--- config.mk ---
export PLATFORM = sky130hd
export DESIGN_NAME = sram_port_arbiter
export DESIGN_NICKNAME = d
export VERILOG_FILES = /design/src/rtl/sram_port_arbiter.sv
export SDC_FILE = /design/constraint.sdc
export NUM_CORES = 1
export LEC_CHECK = 0
export CORE_MARGIN = 2
export CORE_UTILIZATION = 45
export CTS_BUF_LIST = sky130_fd_sc_hd__clkbuf_16
export CTS_CLUSTER_DIAMETER = 30
export DETAILED_ROUTE_END_ITERATION = 7
export GPL_ROUTABILITY_DRIVEN = 0
export HOLD_SLACK_MARGIN = 0.05
export PLACE_DENSITY = 0.85
export SLEW_MARGIN = 20
export SYNTH_ARGS = -nofsm -noshare
export SYNTH_HDL_FRONTEND = slang
export SYNTH_SLANG_ARGS = --single-unit
--- constraint.sdc ---
create_clock -name clk -period 3.5 [get_ports clk]
set_clock_uncertainty 0.15 [all_clocks]
set_input_delay 0.525 -clock clk [delete_from_list [all_inputs] [get_ports clk]]
set_output_delay 0.525 -clock clk [all_outputs]
set_load 0.01 [all_outputs]
--- src/rtl/sram_port_arbiter.sv ---
// rtl/sram_port_arbiter.sv - writer-priority, burst-limited arbiter sharing the frame SRAM port
// Optional ARB_FILL_GUARD_EN stalls reads of pixels the loader has not yet written this frame.
module sram_port_arbiter #(
  parameter int AW          = 20,
  parameter int DW          = 8,
  parameter int BURST_MAX   = 4,
  parameter int FRAME_WORDS = 72816
) (
  input  logic          clk,
  input  logic          rst,
  input  logic          frame_start,
  input  logic          w_req,
  input  logic [AW-1:0] w_addr,
  input  logic [DW-1:0] w_wdata,
  output logic          w_gnt,
  input  logic          r_req,
  input  logic [AW-1:0] r_addr,
  output logic          r_gnt,
  output logic [DW-1:0] r_rdata,
  output logic          r_rvalid,
  output logic          sram_cen,
  output logic          sram_wen,
  output logic [AW-1:0] sram_addr,
  output logic [DW-1:0] sram_wdata,
  input  logic [DW-1:0] sram_rdata,
  output logic [AW:0]   wr_fill
);
  localparam logic [AW:0] FILL_MAX  = FRAME_WORDS[AW:0];
  localparam logic [AW:0] FILL_ONE  = {{AW{1'b0}}, 1'b1};
  localparam logic [3:0]  BURST_LIM = BURST_MAX[3:0];

  logic [3:0] burst_cnt;
  logic       rd_issued;
  logic       r_elig;
  logic       r_want;
  logic       burst_full;

`ifdef ARB_FILL_GUARD_EN
  // wr_fill is the next unwritten raster address, so anything below it is current-frame data
  assign r_elig = ({1'b0, r_addr} < wr_fill) || (wr_fill == FILL_MAX);
`else
  assign r_elig = 1'b1;
`endif

  assign r_want     = r_req && r_elig;
  assign burst_full = (burst_cnt == BURST_LIM);
  assign w_gnt      = !rst && w_req && !(r_want && burst_full);
  assign r_gnt      = !rst && r_want && (!w_req || burst_full);

  always_ff @(posedge clk) begin
    if (rst) begin
      burst_cnt <= 4'd0;
    end else if (r_gnt || !r_req) begin
      burst_cnt <= 4'd0;
    end else if (w_gnt && r_want) begin
      burst_cnt <= burst_cnt + 4'd1;
    end
  end

  always_ff @(posedge clk) begin
    if (rst) begin
      sram_cen   <= 1'b1;
      sram_wen   <= 1'b1;
      sram_addr  <= '0;
      sram_wdata <= '0;
    end else if (w_gnt) begin
      sram_cen   <= 1'b0;
      sram_wen   <= 1'b0;
      sram_addr  <= w_addr;
      sram_wdata <= w_wdata;
    end else if (r_gnt) begin
      sram_cen   <= 1'b0;
      sram_wen   <= 1'b1;
      sram_addr  <= r_addr;
    end else begin
      sram_cen   <= 1'b1;
      sram_wen   <= 1'b1;
    end
  end

  always_ff @(posedge clk) begin
    if (rst) begin
      wr_fill <= '0;
    end else if (frame_start) begin
      wr_fill <= w_gnt ? FILL_ONE : '0;
    end else if (w_gnt && (wr_fill != FILL_MAX)) begin
      wr_fill <= wr_fill + FILL_ONE;
    end
  end

  // Stage one marks the cycle the SRAM sees the read address; stage two presents the data
  always_ff @(posedge clk) begin
    if (rst) begin
      rd_issued <= 1'b0;
      r_rvalid  <= 1'b0;
      r_rdata   <= '0;
    end else begin
      rd_issued <= r_gnt;
      r_rvalid  <= rd_issued;
      if (rd_issued) begin
        r_rdata <= sram_rdata;
      end
    end
  end
endmodule

==> out/qor.csv, run 1 <==
stage,metric,value,unit
outcome,status,completed,
clocking,insertion_delay,330,ps
cells_and_area,fin_nets,522,
floorplan,die_x,83.5,µm
drt,routed_via_density,5.36,
cells_and_area,area_growth,56.4,%
pwr,power_frac_seq,38.2,%
pwr,p_leak,1.64,nW
hold_path,hp-class,flip-flop to flip-flop,
grt,grt_use_total,24.1,%
clocking,clkTransAtPathRegs,60,ps
clocking,clock_path_buffers,2,
setup_path,startpoint_type,input port,
yosys,ys_seq_area_share,45.8,%
setup_path,cp-end-kind,output port,
pwr,swShare,22.2,%
cells_and_area,drive_gt1_share,6.06,%
yosys,synth-seq-cells,65,
yosys,synth_area_leader_cell,dfxtp_1,
timing,final_max_slew_viol_count,0,
yosys,avgSynthCellArea,8.34,µm²
cells_and_area,layout_commonest_cell,clkdlybuf4s50_1,
placement,hpwl,5.65,mm
clocking,cts_root_buf,clkbuf_16,
setup_path,worst-path-max-fanout,13,
pwr,power_frac_clock,49.5,%
pwr,p_per_area,467,nW/µm²
yosys,synth.area.top_cells,"dfxtp_1 46%, nand2_1 8.6%, nor2_1 7.1%, a311oi_1 6.2%, xnor2_1 3.1%",
floorplan,fp.coreArea,6030,µm²
timing,hold_viol,0,
pwr,p_total,2.08,mW
timing,slew_headroom,64.0,%
timing,period_needed,2860,ps
drt,first_pass_iters,5,
floorplan,initial_core_util,47.2,%
yosys,yosysTopAreaCellShare,45.8,%
placement,dp_slack,632,ps
timing,fin_ws,639,ps
yosys,synthesis.nets,406,
setup_path,crit_type,input port to output port,
yosys,yosysWarnings,0,
floorplan,die_h,83.5,µm
clocking,cts_tree,done,
drt,route.detailed.drc,0,
grt,grt_max_degree,42,
clocking,cts_buffers,9,
timing,grt_setup_unrepaired,false,
clocking,cts_setup_buffers,0,
drt,drt_iter0_markers,168,
drt,ant_nets,0,
setup_path,critPathArrivalTime,2190,ps
grt,grt_pass1_wl,13.6,mm
clocking,ctsResizeCount,0,
grt,overflow,0,
pwr,p_sw,461,µW
grt,antenna_found_initial,0,
pwr,peakVddDrop,321,µV
cells_and_area,fin_util,73.8,%
placement,portBuffers,122,
timing,final.setup.tns,0,ps
cells_and_area,layout_common_cells,"122 x clkdlybuf4s50_1, 65 x nand2_1, 65 x dfxtp_1",
floorplan,io_pins,123,
timing,worstMarginPinSlew,535,ps
drt,wl,8.54,mm
yosys,synth.cell_area,2840,µm²
yosys,synth_cell_types,42,
pwr,internal_power,1.62,mW
flow_run,drv_cap,0,
clocking,cts_sinks,65,
drt,drt-wirelength-per-cell,15.9,µm
setup_path,r2r_slack,1000,ps
floorplan,dieArea,6970,µm²
cells_and_area,antenna_cells,0,
timing,setup-violations-final,0,
setup_path,crit_required,2820,ps
pwr,pwr-share-comb,12.2,%
clocking,htreeDepth,3,
floorplan,rows,28,
grt,grt_pass1_vias,2706,
timing,fmax,0.350,GHz
timing,hold-worst-slack,321,ps
yosys,syn_inst,341,
drt,routed-via-count,2876,
clocking,hold_buffers,0,
timing,fin_crit_sh,81.7,%
## cell type report
| class | instances | area, µm² |
|---|---|---|
| Clock inverter | 7 | 119 |
| Tap cell | 75 | 93.8 |
| Fill cell | 430 | 1580 |
| Timing Repair Buffer | 127 | 1260 |
| Clock buffer | 9 | 225 |
| Inverter | 9 | 33.8 |
| Multi-Input combinational cell | 245 | 1420 |
| Sequential cell | 65 | 1300 |
## flip-flops by register name, indices dropped and copies added (netlist names), 4 cells and up
name        flops
sram_addr      20
burst_cnt       4
sram_wdata      8
r_rdata         8
wr_fill        21
## power by group through the flow
stage	clock, mW	combinational (mW)	sequential (mW)
finish	1.03	0.253	0.794
global route	1.06	0.272	0.799
CTS	1.03	0.255	0.794
global placement	0	0.247	0.808
detailed placement	0	0.251	0.809
floorplan	0	0.0858	0.821
## synthesized netlist by cell type
| library cell | instances |
|---|---|
| ha_1 | 4 |
| o21ai_2 | 1 |
| buf_1 | 2 |
| or3_1 | 4 |
| buf_6 | 1 |
| nor4_1 | 3 |
| dfxtp_1 | 65 |
| nand2b_1 | 1 |
| o21ai_0 | 3 |
| nand3b_1 | 9 |
| o2111ai_1 | 1 |
| nand4_1 | 4 |
| a21oi_1 | 5 |
| or4_1 | 4 |
| xor2_1 | 6 |
| xnor2_1 | 10 |
| nand2_1 | 65 |
| or4b_1 | 1 |
| and3_1 | 3 |
| clkbuf_1 | 17 |
| mux2i_1 | 8 |
| and3_2 | 1 |
| o21a_1 | 1 |
| o31ai_1 | 1 |
| and4_2 | 1 |
| buf_4 | 1 |
| a31oi_1 | 1 |
| nor3_1 | 7 |
| nand3_1 | 12 |
| nor2b_1 | 2 |
| o211ai_2 | 1 |
| nor4b_1 | 1 |
| nand4b_1 | 4 |
| or2_2 | 1 |
| a311oi_1 | 20 |
| inv_1 | 9 |
| and4b_1 | 1 |
| buf_2 | 1 |
| and4_1 | 1 |
| nor2_1 | 54 |
| o211ai_1 | 3 |
| o31ai_2 | 1 |
## through the flow
stage	std cells	cell area, µm²
after global routing	537	4450
after global placement	521	4100
after CTS	537	4450
after detailed placement	521	4100
final	537	4450
after floorplan	341	2840
## metal layers
layer / vias up / wire, µm / global-route usage (%)
met1: 1310 / 3650 / 30.6
met2: 134 / 4130 / 40.0
li1: 1411 / - / -
met3: 21 / 524 / 3.56
met4: 0 / 233 / 11.7
met5: - / 0 / 0
## kinds of logic after synthesis
logic type | count (synthesis) | synth area share (%)
compound gates | 38 | 10.6
xor+xnor | 16 | 4.93
fa+ha+maj | 4 | 1.76
buf+inv | 31 | 4.53
flops | 65 | 45.8
mux | 8 | 2.82
simple gates | 179 | 29.6
## worst paths after layout
| check | from | to | cells after the start |
|---|---|---|---|
| hold / removal | sram_wdata[1]$_SDFFE_PP0N_ | sram_wdata[1]$_SDFFE_PP0N_ | 2 |
| hold reg to reg | sram_wdata[1]$_SDFFE_PP0N_ | sram_wdata[1]$_SDFFE_PP0N_ | 2 |
| setup reg to reg | wr_fill[0]$_SDFFE_PP0P_ | wr_fill[14]$_SDFFE_PP0P_ | 7 |
| setup / recovery | rst | w_gnt | 6 |
## critical path: stages
cell             delay (ps)
clkdlybuf4s50_1         420
buf_4                   190
nor2b_1                 200
nand2_1                 130
inv_1                   160
clkdlybuf4s50_1         560
(Power assumes the default switching activity.)
==> inputs of run 2 (changes only) <==
--- a/config.mk
+++ b/config.mk
@@ -6,13 +6,13 @@
 export NUM_CORES = 1
 export LEC_CHECK = 0
 export CORE_MARGIN = 2
-export CORE_UTILIZATION = 45
+export CORE_UTILIZATION = 42
 export CTS_BUF_LIST = sky130_fd_sc_hd__clkbuf_16
 export CTS_CLUSTER_DIAMETER = 30
 export DETAILED_ROUTE_END_ITERATION = 7
 export GPL_ROUTABILITY_DRIVEN = 0
 export HOLD_SLACK_MARGIN = 0.05
-export PLACE_DENSITY = 0.85
+export PLACE_DENSITY = 0.8
 export SLEW_MARGIN = 20
 export SYNTH_ARGS = -nofsm -noshare
 export SYNTH_HDL_FRONTEND = slang
==> constraint.sdc (replaced) <==
create_clock -name clk -period 2.9 [get_ports clk]
set_clock_uncertainty 0.15 [all_clocks]
set_input_delay 0.435 -clock clk [delete_from_list [all_inputs] [get_ports clk]]
set_output_delay 0.435 -clock clk [all_outputs]
set_load 0.01 [all_outputs]
==> run 2 against run 1 <==
Effect of this change:
- sequential power up 21%
- clock power down 11%
- wire length down 3.2%
- design area down 1.4%
- count of clock-buffer cells in the layout unchanged
- largest power group is now registers
==> out/qor.csv, run 2 (same netlist as run 1, synthesis figures left out) <==
stage,metric,value,unit,change
outcome,status,completed,,
clocking,cts_root_buf,clkbuf_16,,
floorplan,io_pins,123,,unchanged
floorplan,dieArea,7450,µm²,+6.8%
clocking,clock_path_buffers,2,,unchanged
timing,grt_setup_unrepaired,false,,
clocking,cts_buffers,9,,unchanged
cells_and_area,top_register,wr_fill,,
setup_path,critPathBufInv,3,,-1
cells_and_area,largestRegisters,"wr_fill: 21 flops, sram_addr: 20 flops",,
setup_path,cp-end-kind,output port,,
hold_path,hp-class,flip-flop to flip-flop,,
grt,antenna_found_initial,0,,unchanged
timing,period_needed,2670,ps,
clocking,cts_sinks,65,,unchanged
flow_run,drv_cap,0,,unchanged
cells_and_area,antenna_cells,0,,unchanged
pwr,pwr-share-comb,14.2,%,+2.0 points
cells_and_area,fin_nets,524,,+0.38%
pwr,power_frac_clock,41.9,%,-7.6 points
cells_and_area,area_growth,54.2,%,
floorplan,rows,29,,+3.6%
drt,first_pass_iters,4,,-1
timing,worstMarginPinSlew,509,ps,-26.0 ps
cells_and_area,drive_gt1_share,5.63,%,-0.43 points
timing,hold_viol,0,,unchanged
clocking,cts_setup_buffers,0,,unchanged
pwr,internal_power,1.67,mW,+3.6%
drt,routed-via-count,2892,,+0.56%
clocking,insertion_delay,320,ps,about the same
timing,final.setup.tns,0,ps,unchanged
drt,wl,8.26,mm,-3.2%
clocking,htreeDepth,3,,unchanged
setup_path,critPathArrivalTime,2080,ps,-110 ps
setup_path,worstPathCellList,clkdlybuf4s50_1 > nor2b_1 > nand2_1 > inv_1 > clkdlybuf4s50_1,,
timing,fmax,0.375,GHz,
placement,portBuffers,122,,unchanged
clocking,hold_buffers,0,,unchanged
setup_path,worst-path-max-fanout,5,,-8
drt,drt-wirelength-per-cell,15.3,µm,-3.6%
floorplan,initial_core_util,44.0,%,-3.2 points
cells_and_area,layout_commonest_cell,clkdlybuf4s50_1,,
timing,final_max_slew_viol_count,0,,unchanged
timing,setup-violations-final,0,,unchanged
pwr,swShare,23.4,%,+1.2 points
clocking,ctsResizeCount,0,,unchanged
floorplan,die_x,86.3,µm,+3.3%
pwr,peakVddDrop,358,µV,+12%
setup_path,cpLargestDelayFamily,buffers and inverters,,
setup_path,crit_top_cell,clkdlybuf4s50_1,,
grt,overflow,0,,unchanged
clocking,cts_tree,done,,
cells_and_area,layout_common_cells,"122 x clkdlybuf4s50_1, 65 x nand2_1, 65 x dfxtp_1",,
pwr,p_sw,511,µW,+11%
floorplan,fp.coreArea,6460,µm²,+7.2%
pwr,p_total,2.18,mW,+5.2%
pwr,power_frac_seq,43.9,%,+5.7 points
setup_path,startpoint_type,input port,,
timing,fin_crit_sh,92.0,%,
grt,grt_max_degree,40,,-4.8%
drt,ant_nets,0,,unchanged
timing,slew_headroom,66.0,%,+2.0 points
clocking,clkTransAtPathRegs,50,ps,about the same
setup_path,max_stage_delay,580,ps,+20 ps
setup_path,crit_required,2320,ps,-500 ps
grt,grt_pass1_vias,2767,,+2.3%
grt,grt_use_total,22.0,%,-2.0 points
setup_path,crit_slowest_cell,clkdlybuf4s50_1,,
cells_and_area,largest_reg_flops,21,,unchanged
placement,hpwl,5.89,mm,+4.4%
floorplan,die_h,86.3,µm,+3.3%
grt,grt_pass1_wl,13.1,mm,-3.8%
setup_path,crit_type,input port to output port,,
drt,routed_via_density,5.37,,+0.18%
drt,route.detailed.drc,0,,unchanged
placement,dp_cells,525,,+0.77%
cells_and_area,final_cell_count_no_fill,539,,+0.37%
pwr,p_per_area,498,nW/µm²,+6.8%
pwr,p_leak,1.61,nW,-1.6%
drt,drt_iter0_markers,149,,-11%
## run 2: cell types whose count changed in the layout (fill, tap and decap cells not counted), sizes merged
| cell | before | now |
|---|---|---|
| bufinv | 3 | 0 |
| clkinvlp | 2 | 1 |
| clkinv | 2 | 4 |
| buf | 5 | 7 |
## run 2: power groups by stage
stage                     clock network [mW]  logic, mW  registers [mW]
after floorplan                            0      0.104           0.991
after global routing                   0.969      0.335           0.964
after global placement                     0      0.304           0.976
after detailed placement                   0      0.309           0.977
final                                  0.915      0.310           0.959
after CTS                              0.929      0.312           0.959
## run 2: final timing paths
path	slack, ps	cells past startpoint	to	start
worst max-delay path	230	5	w_gnt	w_req
worst min-delay path	320	2	sram_wdata[0]$_SDFFE_PP0N_	sram_wdata[0]$_SDFFE_PP0N_
worst max register to register	500	7	wr_fill[14]$_SDFFE_PP0P_	wr_fill[0]$_SDFFE_PP0P_
worst min register to register	320	2	sram_wdata[0]$_SDFFE_PP0N_	sram_wdata[0]$_SDFFE_PP0N_
## run 2: worst register-to-register path, delay by kind of cell, from the launching register on
family,cells,cell delay (ps)
AND/OR/NAND/NOR,3,1050
flip-flops,1,370
AO/OA/AOI/OAI,1,280
XOR/XNOR,1,170
adder cells (fa/ha/maj),1,140
buffers and inverters,1,130
## run 2: layout make-up
type | count | area (µm²)
multi-input cells | 245 | 1420
fillers | 532 | 2070
clock buffers | 9 | 225
well taps | 77 | 96.3
flip-flops and latches | 65 | 1300
clock inverters | 5 | 25.0
inverters | 9 | 33.8
repair buffers | 129 | 1290
## run 2: metrics by stage
stage                     area (µm²)  hold WS, ps  setup WS [ps]  utilization (%)
after floorplan                 2840          280            718                -
after global placement          4130          299            333             64.0
after detailed placement        4130          305            248             64.0
after CTS                       4380          328            229             67.9
after global routing            4380          350            142             67.9
final                           4380          322            231             67.9
## run 2: layer usage
layer	vias to the layer above	track usage (%)	part of all wire [%]
met2	113	37.5	49
met4	0	11.4	3.1
met3	23	2.95	5.7
li1	1419	-	-
met1	1337	27.3	42
met5	-	0	0
==> inputs of run 3 (changes only) <==
--- a/config.mk
+++ b/config.mk
@@ -9,8 +9,8 @@
 export CORE_UTILIZATION = 42
 export CTS_BUF_LIST = sky130_fd_sc_hd__clkbuf_16
 export CTS_CLUSTER_DIAMETER = 30
+export CTS_CLUSTER_SIZE = 12
 export DETAILED_ROUTE_END_ITERATION = 7
-export GPL_ROUTABILITY_DRIVEN = 0
 export HOLD_SLACK_MARGIN = 0.05
 export PLACE_DENSITY = 0.8
 export SLEW_MARGIN = 20
==> results of run 3 <==
Final layout, timing and power as in run 2 (identical DEF).
